File: src/rtl/fs_cap_pkg.sv
// Shared constants and types for the frame-start capture block.
//   EDGE_*        : edge selection codes for the per-channel edge detector
//   align_state_t : cross-channel aligner state
package fs_cap_pkg;

   localparam int EDGE_RISE = 0;
   localparam int EDGE_FALL = 1;
   localparam int EDGE_BOTH = 2;

   typedef enum logic {
      IDLE,
      COLLECT
   } align_state_t;

endpackage

File: src/rtl/fs_cap_mc_if.sv
// Bundle of the frame-start capture control/status signals.
//   master : sensor side / controller (drives vsync, enables, clear, timeout)
//   slave  : fs_cap_mc (drives captures, filtered levels, counters, flags)
interface fs_cap_mc_if #(
   parameter int CH_NUM = 4,
   parameter int FCNT_W = 16,
   parameter int TMO_W  = 24
);
   logic [CH_NUM-1:0]        vs_i;
   logic [CH_NUM-1:0]        ch_en_i;
   logic                     clr_i;
   logic [TMO_W-1:0]         timeout_i;
   logic [CH_NUM-1:0]        fs_cap_o;
   logic [CH_NUM-1:0]        vs_filt_o;
   logic [CH_NUM*FCNT_W-1:0] frame_cnt_o;
   logic [CH_NUM-1:0]        timeout_o;
   logic                     fs_all_o;
   logic                     align_err_o;

   modport master (
      output vs_i, ch_en_i, clr_i, timeout_i,
      input  fs_cap_o, vs_filt_o, frame_cnt_o, timeout_o, fs_all_o, align_err_o
   );

   modport slave (
      input  vs_i, ch_en_i, clr_i, timeout_i,
      output fs_cap_o, vs_filt_o, frame_cnt_o, timeout_o, fs_all_o, align_err_o
   );
endinterface

File: src/rtl/fs_cap_ch.sv
// One vsync channel: synchroniser, glitch filter, edge detect, frame counter
// and lost-vsync watchdog.
//   clk_i, rstn_i : clock, async active-low reset
//   vs            : raw vsync (asynchronous)
//   en, clr       : channel enable, synchronous clear (counter + flag)
//   timeout       : watchdog limit, 0 disables
//   fs_cap        : edge pulse or gated filtered level
//   vs_filt       : filtered level, aligned with fs_cap
//   edge_pulse    : registered accepted-edge pulse (for the aligner)
//   frame_cnt     : accepted-edge count
//   timeout_flag  : sticky lost-vsync flag
module fs_cap_ch
   import fs_cap_pkg::*;
#(
   parameter int SYNC_STAGES  = 4,
   parameter int FILT_LEN     = 3,
   parameter int VIDEO_ENABLE = 1,
   parameter int EDGE_SEL     = EDGE_RISE,
   parameter int FCNT_W       = 16,
   parameter int TMO_W        = 24
) (
   input  logic              clk_i,
   input  logic              rstn_i,
   input  logic              vs,
   input  logic              en,
   input  logic              clr,
   input  logic [TMO_W-1:0]  timeout,
   output logic              fs_cap,
   output logic              vs_filt,
   output logic              edge_pulse,
   output logic [FCNT_W-1:0] frame_cnt,
   output logic              timeout_flag
);
   localparam logic [3:0] FILT_LAST = 4'(FILT_LEN - 1);
   localparam bit         USE_RISE  = (EDGE_SEL != EDGE_FALL);
   localparam bit         USE_FALL  = (EDGE_SEL != EDGE_RISE);

   logic [SYNC_STAGES-1:0] sync_q;
   logic                   vs_s;
   logic [3:0]             cnt_q;
   logic                   filt_q;
   logic                   filt_prev_q;
   logic                   edge_acc;
   logic                   edge_q;
   logic                   lvl_q;
   logic [FCNT_W-1:0]      fcnt_q;
   logic [TMO_W-1:0]       wd_q;
   logic [TMO_W-1:0]       wd_inc;
   logic                   wd_run;
   logic                   tmo_q;

   assign vs_s     = sync_q[SYNC_STAGES-1];
   assign edge_acc = en & ((USE_RISE & filt_q & ~filt_prev_q) |
                           (USE_FALL & ~filt_q & filt_prev_q));
   assign wd_inc   = wd_q + 1'b1;
   // Watchdog advances only while enabled, not restarting, not saturated.
   assign wd_run   = en & ~edge_acc & (wd_q != '1);

   always_ff @(posedge clk_i or negedge rstn_i) begin
      if (!rstn_i) begin
         sync_q      <= '0;
         cnt_q       <= '0;
         filt_q      <= 1'b0;
         filt_prev_q <= 1'b0;
         edge_q      <= 1'b0;
         lvl_q       <= 1'b0;
         fcnt_q      <= '0;
         wd_q        <= '0;
         tmo_q       <= 1'b0;
      end else begin
         sync_q <= {sync_q[SYNC_STAGES-2:0], vs};

         // A mismatch run must last FILT_LEN cycles; shorter runs are dropped.
         if (vs_s != filt_q) begin
            if (cnt_q == FILT_LAST) begin
               filt_q <= ~filt_q;
               cnt_q  <= '0;
            end else begin
               cnt_q <= cnt_q + 4'd1;
            end
         end else begin
            cnt_q <= '0;
         end

         filt_prev_q <= filt_q;
         edge_q      <= edge_acc;
         lvl_q       <= filt_q & en;

         if (clr)
            fcnt_q <= '0;
         else if (edge_acc)
            fcnt_q <= fcnt_q + 1'b1;

         if (edge_acc)
            wd_q <= '0;
         else if (wd_run)
            wd_q <= wd_inc;

         // Flag rises on the same edge the count lands on the limit.
         if (clr)
            tmo_q <= 1'b0;
         else if (wd_run && (timeout != '0) && (wd_inc == timeout))
            tmo_q <= 1'b1;
      end
   end

   assign fs_cap       = (VIDEO_ENABLE != 0) ? edge_q : lvl_q;
   assign vs_filt      = filt_prev_q;
   assign edge_pulse   = edge_q;
   assign frame_cnt    = fcnt_q;
   assign timeout_flag = tmo_q;

endmodule

File: src/rtl/fs_cap_mc.sv
// Multi-channel frame-start capture with cross-channel alignment check.
//   clk_i, rstn_i : clock, async active-low reset
//   bus (slave)   : vs_i, ch_en_i, clr_i, timeout_i in;
//                   fs_cap_o, vs_filt_o, frame_cnt_o, timeout_o,
//                   fs_all_o, align_err_o out
//
// Aligner states:
//   state   | meaning
//   IDLE    | no window open, waiting for the first accepted edge
//   COLLECT | window open, accumulating channels that have started a frame
module fs_cap_mc
   import fs_cap_pkg::*;
#(
   parameter int CH_NUM       = 4,
   parameter int SYNC_STAGES  = 4,
   parameter int FILT_LEN     = 3,
   parameter int VIDEO_ENABLE = 1,
   parameter int EDGE_SEL     = EDGE_RISE,
   parameter int FCNT_W       = 16,
   parameter int TMO_W        = 24,
   parameter int ALIGN_WIN    = 64
) (
   input logic         clk_i,
   input logic         rstn_i,
   fs_cap_mc_if.slave  bus
);
   localparam logic [15:0] WIN_LAST = 16'(ALIGN_WIN - 1);

   logic [CH_NUM-1:0]        cap;
   logic [CH_NUM-1:0]        filt;
   logic [CH_NUM-1:0]        edg;
   logic [CH_NUM-1:0]        tmo;
   logic [CH_NUM*FCNT_W-1:0] fcnt;

   for (genvar g = 0; g < CH_NUM; g++) begin : g_ch
      fs_cap_ch #(
         .SYNC_STAGES  (SYNC_STAGES),
         .FILT_LEN     (FILT_LEN),
         .VIDEO_ENABLE (VIDEO_ENABLE),
         .EDGE_SEL     (EDGE_SEL),
         .FCNT_W       (FCNT_W),
         .TMO_W        (TMO_W)
      ) u_ch (
         .clk_i        (clk_i),
         .rstn_i       (rstn_i),
         .vs           (bus.vs_i[g]),
         .en           (bus.ch_en_i[g]),
         .clr          (bus.clr_i),
         .timeout      (bus.timeout_i),
         .fs_cap       (cap[g]),
         .vs_filt      (filt[g]),
         .edge_pulse   (edg[g]),
         .frame_cnt    (fcnt[g*FCNT_W +: FCNT_W]),
         .timeout_flag (tmo[g])
      );
   end

   align_state_t      state_q, state_d;
   logic [CH_NUM-1:0] mask_q, mask_d;
   logic [15:0]       win_q, win_d;
   logic              fs_all_q, fs_all_d;
   logic              err_q, err_d;
   logic [CH_NUM-1:0] en;
   logic [CH_NUM-1:0] hits;
   logic              covered;

   assign en      = bus.ch_en_i;
   assign hits    = edg & en;
   // Evaluated against the current enable set so a channel disabled
   // mid-window drops out of the requirement.
   assign covered = ((mask_q | hits) & en) == en;

   always_ff @(posedge clk_i or negedge rstn_i) begin
      if (!rstn_i) begin
         state_q  <= IDLE;
         mask_q   <= '0;
         win_q    <= '0;
         fs_all_q <= 1'b0;
         err_q    <= 1'b0;
      end else begin
         state_q  <= state_d;
         mask_q   <= mask_d;
         win_q    <= win_d;
         fs_all_q <= fs_all_d;
         err_q    <= err_d;
      end
   end

   always_comb begin
      state_d  = state_q;
      mask_d   = mask_q;
      win_d    = win_q;
      fs_all_d = 1'b0;
      err_d    = 1'b0;
      if (bus.clr_i) begin
         state_d = IDLE;
         mask_d  = '0;
         win_d   = '0;
      end else begin
         case (state_q)
            IDLE: begin
               if ((en != '0) && (hits != '0)) begin
                  if (hits == en) begin
                     fs_all_d = 1'b1;
                  end else begin
                     state_d = COLLECT;
                     mask_d  = hits;
                     win_d   = 16'd1;
                  end
               end
            end
            COLLECT: begin
               if (en == '0) begin
                  state_d = IDLE;
                  mask_d  = '0;
               end else if (covered) begin
                  fs_all_d = 1'b1;
                  state_d  = IDLE;
                  mask_d   = '0;
               end else if (win_q >= WIN_LAST) begin
                  err_d   = 1'b1;
                  state_d = IDLE;
                  mask_d  = '0;
               end else begin
                  mask_d = mask_q | hits;
                  win_d  = win_q + 16'd1;
               end
            end
            default: begin
               state_d = IDLE;
               mask_d  = '0;
            end
         endcase
      end
   end

   assign bus.fs_cap_o    = cap;
   assign bus.vs_filt_o   = filt;
   assign bus.frame_cnt_o = fcnt;
   assign bus.timeout_o   = tmo;
   assign bus.fs_all_o    = fs_all_q;
   assign bus.align_err_o = err_q;

endmodule

File: src/flat_wrapper.sv
// flat-port wrapper written by rule: the top's interface ports become plain ports
module fs_cap_mc_flat import fs_cap_pkg::*;
#(
   parameter int CH_NUM       = 4,
   parameter int SYNC_STAGES  = 4,
   parameter int FILT_LEN     = 3,
   parameter int VIDEO_ENABLE = 1,
   parameter int EDGE_SEL     = EDGE_RISE,
   parameter int FCNT_W       = 16,
   parameter int TMO_W        = 24,
   parameter int ALIGN_WIN    = 64
)
  (clk_i, rstn_i, bus_vs_i, bus_ch_en_i, bus_clr_i, bus_timeout_i, bus_fs_cap_o, bus_vs_filt_o, bus_frame_cnt_o, bus_timeout_o, bus_fs_all_o, bus_align_err_o);
  fs_cap_mc_if #(.CH_NUM(CH_NUM), .FCNT_W(FCNT_W), .TMO_W(TMO_W)) bus_i ();
  input logic clk_i;
  input logic rstn_i;
  input wire logic [$bits(bus_i.vs_i)-1:0] bus_vs_i;
  input wire logic [$bits(bus_i.ch_en_i)-1:0] bus_ch_en_i;
  input wire logic [$bits(bus_i.clr_i)-1:0] bus_clr_i;
  input wire logic [$bits(bus_i.timeout_i)-1:0] bus_timeout_i;
  output wire logic [$bits(bus_i.fs_cap_o)-1:0] bus_fs_cap_o;
  output wire logic [$bits(bus_i.vs_filt_o)-1:0] bus_vs_filt_o;
  output wire logic [$bits(bus_i.frame_cnt_o)-1:0] bus_frame_cnt_o;
  output wire logic [$bits(bus_i.timeout_o)-1:0] bus_timeout_o;
  output wire logic [$bits(bus_i.fs_all_o)-1:0] bus_fs_all_o;
  output wire logic [$bits(bus_i.align_err_o)-1:0] bus_align_err_o;
  assign bus_i.vs_i = bus_vs_i;
  assign bus_i.ch_en_i = bus_ch_en_i;
  assign bus_i.clr_i = bus_clr_i;
  assign bus_i.timeout_i = bus_timeout_i;
  assign bus_fs_cap_o = bus_i.fs_cap_o;
  assign bus_vs_filt_o = bus_i.vs_filt_o;
  assign bus_frame_cnt_o = bus_i.frame_cnt_o;
  assign bus_timeout_o = bus_i.timeout_o;
  assign bus_fs_all_o = bus_i.fs_all_o;
  assign bus_align_err_o = bus_i.align_err_o;
  fs_cap_mc #(.CH_NUM(CH_NUM), .SYNC_STAGES(SYNC_STAGES), .FILT_LEN(FILT_LEN), .VIDEO_ENABLE(VIDEO_ENABLE), .EDGE_SEL(EDGE_SEL), .FCNT_W(FCNT_W), .TMO_W(TMO_W), .ALIGN_WIN(ALIGN_WIN)) u_core (.clk_i(clk_i), .rstn_i(rstn_i), .bus(bus_i));
endmodule
File: config.mk
export PLATFORM = sky130hd
export DESIGN_NAME = fs_cap_mc_flat
export DESIGN_NICKNAME = d
export VERILOG_FILES = /design/src/rtl/fs_cap_pkg.sv /design/src/rtl/fs_cap_mc_if.sv /design/src/rtl/fs_cap_ch.sv /design/src/rtl/fs_cap_mc.sv /design/src/flat_wrapper.sv
export SDC_FILE = /design/constraint.sdc
export NUM_CORES = 1
export LEC_CHECK = 0
export ABC_AREA = 1
export CAP_MARGIN = 20
export CORE_UTILIZATION = 48
export CTS_BUF_LIST = sky130_fd_sc_hd__clkbuf_16
export CTS_CLUSTER_DIAMETER = 40
export DETAILED_ROUTE_END_ITERATION = 8
export PLACE_DENSITY = 0.68
export SYNTH_ARGS = -nofsm -noshare
export SYNTH_HDL_FRONTEND = slang
export SYNTH_SLANG_ARGS = --single-unit
File: constraint.sdc
create_clock -name clk_i -period 2.2 [get_ports clk_i]
set_input_delay 0.55 -clock clk_i [delete_from_list [all_inputs] [get_ports clk_i]]
set_output_delay 0.55 -clock clk_i [all_outputs]
set_load 0.01 [all_outputs]
==> metrics.md <==
| Metric | Value |
|---|---|
| Share of cells above drive strength 1 | 15.6% |
| Post-route ant nets | 0 |
| Logic pwr share | 32.1% |
| Pin count of the biggest net entering global routing | 54 |
| CP cell instances | nand2_1 -> nor2_4 -> nand2_4 -> nor2_4 -> nand2_2 -> nand2_4 -> buf_4 -> inv_6 -> nor2_8 -> inv_2 -> buf_12 -> o21ai_0 |
| Antenna cell count | 0 |
| Core Area | between 20000 and 30000 um^2 |
| Drt pass-1 iters | 5 |
| Static Leak | approximately 0.0087 uW |
| Hold EP | u_core.g_ch[1].u_ch.sync_q[3] |
| Clk slew on worst S/H paths | roughly 60 ps |
| Die height | ~170 um |
| Num CTS Buffers | 42 |
| Setup-failing EPs final | 0 |
| Final min period | 2170 ps |
| Fill cells | 2549 |
| CTS tree | built |
| Number of flops mapped to enable cells by yosys | 0 |
| Worst-skew pair later-pin latency | 550 ps |
| Worst-Margin Slew | around 530 ps |
| P_sw | 7180 uW |
| Max-slew violation count | 0 |
| Seq cells post-synth | between 200 and 250 |
| Syn_nets | 2078 |
| DR vias/cell | 5.43 |
| Min-delay src | u_core.g_ch[1].u_ch.sync_q[2] |
| Async SR Flop Fraction | 100% |
| First-pass GRT wire length | 73800 um |
| Worst Reg2Reg Path Length in Cells | 12 |
| Avg Inst Size Synth | 7.06 um^2 |
| RSZ-0062 raised after global routing | yes |
| Overall power | 19000 uW |
| Worst slew margin relative to its limit | between 60% and 70% |
| Hold_ws | 343 ps |
| CP Capture Type | flop |
| Mapped Area | 14300 um^2 |
| CP Class | flop to flop |
| Synth-to-Final Area Change | 30.7% |
| Worst r2r dst | u_core.g_ch[2].u_ch.wd_q[23] |
| Max Root-Sink Buffers | 3 |
| Post-synthesis sequential area ratio | 40.4% |
| Final Skew | ~23 ps |
| Final Cell Area | 18700 um^2 |
| Status | finished clean |
| Final worst-path cycle share | a little over nine tenths |
| Initial antenna violation count | 0 |
| Number of hold violations in the final report | 0 |
| Number of nets in the layout | 2354 |
| Sw frac | 37.7% |
| CP required | 2650 ps |
| Hold depth | 0 |
| Syn. warnings | 0 |
| Slowest CP cell | dfrtp_1 |
| Initial Utilization | between 40 and 50% |
| Max-cap viol count | 0 |
| Worst path arrival time | 2610 ps |
| Vias | 14800 |
| Clock power share | 34.9% |
| Non-Filler Instances | 2719 |
| Residual DRC | 0 |
| H-tree depth | 2 |
| Synth area leader | dfrtp_1 |
| Die ar. | slightly above 30000 um^2 |
| Reg2reg start | u_core.g_ch[2].u_ch.wd_q[5] |
| Cells after DPL | ~2600 |
| Flop pwr share | 33.0% |
| Top Ports | 113 |
| Post-synth top flop | dfrtp_1 |
| Worst reg2reg setup slack | 30 ps |
| Delay-heaviest family, CP | simple AND/OR/NAND/NOR gates |
| Routed WL | 46500 um |
| Cells after Synth | 2026 |
| Vias in the first global route | 14100 |
| Root Buffer | clkbuf_16 |
| Buf/Inv on CP | 4 |
| Post-DP HPWL | 34700 um |
| I/O Buffers | 112 |
| Total gr overflow | 0 |
| Crit path launch type | flop |
| Initial DRC count | 1235 |
| Synth area leaders | dfrtp_1 (40%), nand2_1 (16%), nand3_1 (7.6%) |
| CP max stage delay | 470 ps |
| Row Count | 62 |
| Global Route Usage Sum | 30.9% |
| Max Clock Freq | 461 MHz |
| CP Max Fanout | 22 |
| Fin util | 64.4% |
| Routability cong. | 0.962 |
| Placed cell area | 16900 um^2 |
| Share of the synthesized area in the top cell type | 40.4% |
| PD cells | 1020 nW/um^2 |
| Hold crit path type | flop to flop |
| Die W | 175 um |
| VDD IR max | approximately 640 uV |
| Wire per inst | 17.1 um |
| Internal power | ~12000 uW |
| Clock sink count | between 200 and 250 |
| Netlist cell types | 53 |
-- what timing repair did --
item / 4_1_cts / 5_1_grt
pin swaps: 1 / 23
hold buffers: 1 / 0
gates resized for setup: 4 / 56
hold endpoints to repair: 45 / 0
endpoints found under the setup margin: 16 / 79
buffers inserted: 0 / 16
-- power by group through the flow --
stage                     Sequential [uW]  Combinational [uW]  Clock (uW)
final                                6290                6100        6630
after global placement               6240                5670           0
after global routing                 6400                6780        6920
after detailed placement             6260                5800           0
after CTS                            6210                5870        6730
after floorplan                      6000                3860           0
-- layout make-up --
class	instances	area (um^2)	share of cell area, %
Clock buffer	43	1080	5.76
Clock inverter	34	364	1.95
Inverter	278	1050	5.61
Multi-Input combinational cell	1479	7440	39.8
Sequential cell	231	5780	31.0
Tap cell	384	480	2.57
Timing Repair Buffer	270	2490	13.3
-- cell usage in the layout (no fill, tap or decap), types with 10 or more instances in the layout --
cell type and instances:
a21oi_1 49, buf_12 13, buf_4 142, clkbuf_16 43
clkdlybuf4s50_1 110, dfrtp_1 229, ha_1 14, inv_1 270
inv_2 10, nand2_1 602, nand2_2 20, nand3_1 210
nand3_2 14, nand4_1 34, nor2_1 223, nor2_2 19
nor2_4 22, nor3_1 26, o21ai_0 69, o21ai_1 15
o22ai_1 47, o22ai_2 14, xor2_1 20
-- through the flow --
stage	setup slack, ps	TNS (ps)
2_1_floorplan	382	0
3_3_place_gp	-261	-5330
3_5_place_dp	-314	-8330
4_1_cts	11.0	0
5_1_grt	-22.8	-67.6
6_report	32.8	0
-- registers in the layout, indices dropped and copies added (netlist names), 4 cells and up --
| signal | cells |
|---|---|
| u_core.g_ch.u_ch.wd_q | 96 |
| u_core.g_ch.u_ch.cnt_q | 16 |
| u_core.g_ch.u_ch.edge_pulse | 4 |
| u_core.win_q | 16 |
| u_core.g_ch.u_ch.sync_q | 16 |
| u_core.g_ch.u_ch.vs_filt | 4 |
| u_core.g_ch.u_ch.timeout_flag | 4 |
| u_core.g_ch.u_ch.frame_cnt | 64 |
| u_core.g_ch.u_ch.filt_q | 4 |
| u_core.mask_q | 4 |
-- synth_stat cells, types with 2 or more instances --
cell type	n
nand2_1	612
inv_1	265
nor2_1	236
dfrtp_1	231
nand3_1	217
o21ai_0	70
a21oi_1	49
o22ai_1	47
nand4_1	34
nor3_1	27
xor2_1	22
ha_1	17
nor2_4	17
o21ai_1	15
buf_4	14
nand2_2	14
o22ai_2	14
nor2_2	11
buf_2	10
clkbuf_1	10
inv_2	10
a211oi_1	9
xnor2_1	8
nand3_2	7
o21ai_2	7
o21a_1	5
mux2_2	4
and2_1	3
nand2_4	3
nand3b_1	3
nor3b_1	3
nor4_1	3
a21oi_2	2
buf_1	2
buf_6	2
clkinv_1	2
nor2_8	2
nor3_2	2
o211a_1	2
xnor3_1	2
-- cells by family (layout without fill, tap and decap cells) --
group | Yosys count | in the layout | synth area share (%)
adder cells (fa/ha/maj) | 17 | 17 | 1.49
buffers and inverters | 316 | 625 | 8.89
flip-flops | 231 | 231 | 40.4
AO/OA/AOI/OAI | 226 | 226 | 9.74
AND/OR/NAND/NOR | 1199 | 1199 | 36.9
XOR/XNOR | 33 | 33 | 2.27
multiplexers | 4 | 4 | 0.315
-- layer usage --
metal,vias to the layer above,global-route usage (%),part of all wire (%)
li1,7096,-,-
met1,6965,40.8,43
met2,566,49.5,45
met3,124,5.42,7.4
met4,0,14.4,4.6
met5,-,0,0
-- worst max-delay path by stage --
stage | from | endpoint | slack [ps] | depth (start not counted)
after floorplan | u_core.g_ch[2].u_ch.wd_q[0] | u_core.g_ch[2].u_ch.wd_q[20] | 380 | 12
after global placement | bus_timeout_i[16] | u_core.g_ch[2].u_ch.timeout_flag | -260 | 15
after detailed placement | bus_timeout_i[16] | u_core.g_ch[2].u_ch.timeout_flag | -310 | 15
after CTS | u_core.g_ch[0].u_ch.wd_q[0] | u_core.g_ch[0].u_ch.wd_q[9] | 10 | 11
after global routing | bus_ch_en_i[1] | u_core.win_q[5] | -20 | 14
final | u_core.g_ch[2].u_ch.wd_q[5] | u_core.g_ch[2].u_ch.wd_q[23] | 30 | 12
(Power assumes the default switching activity.)
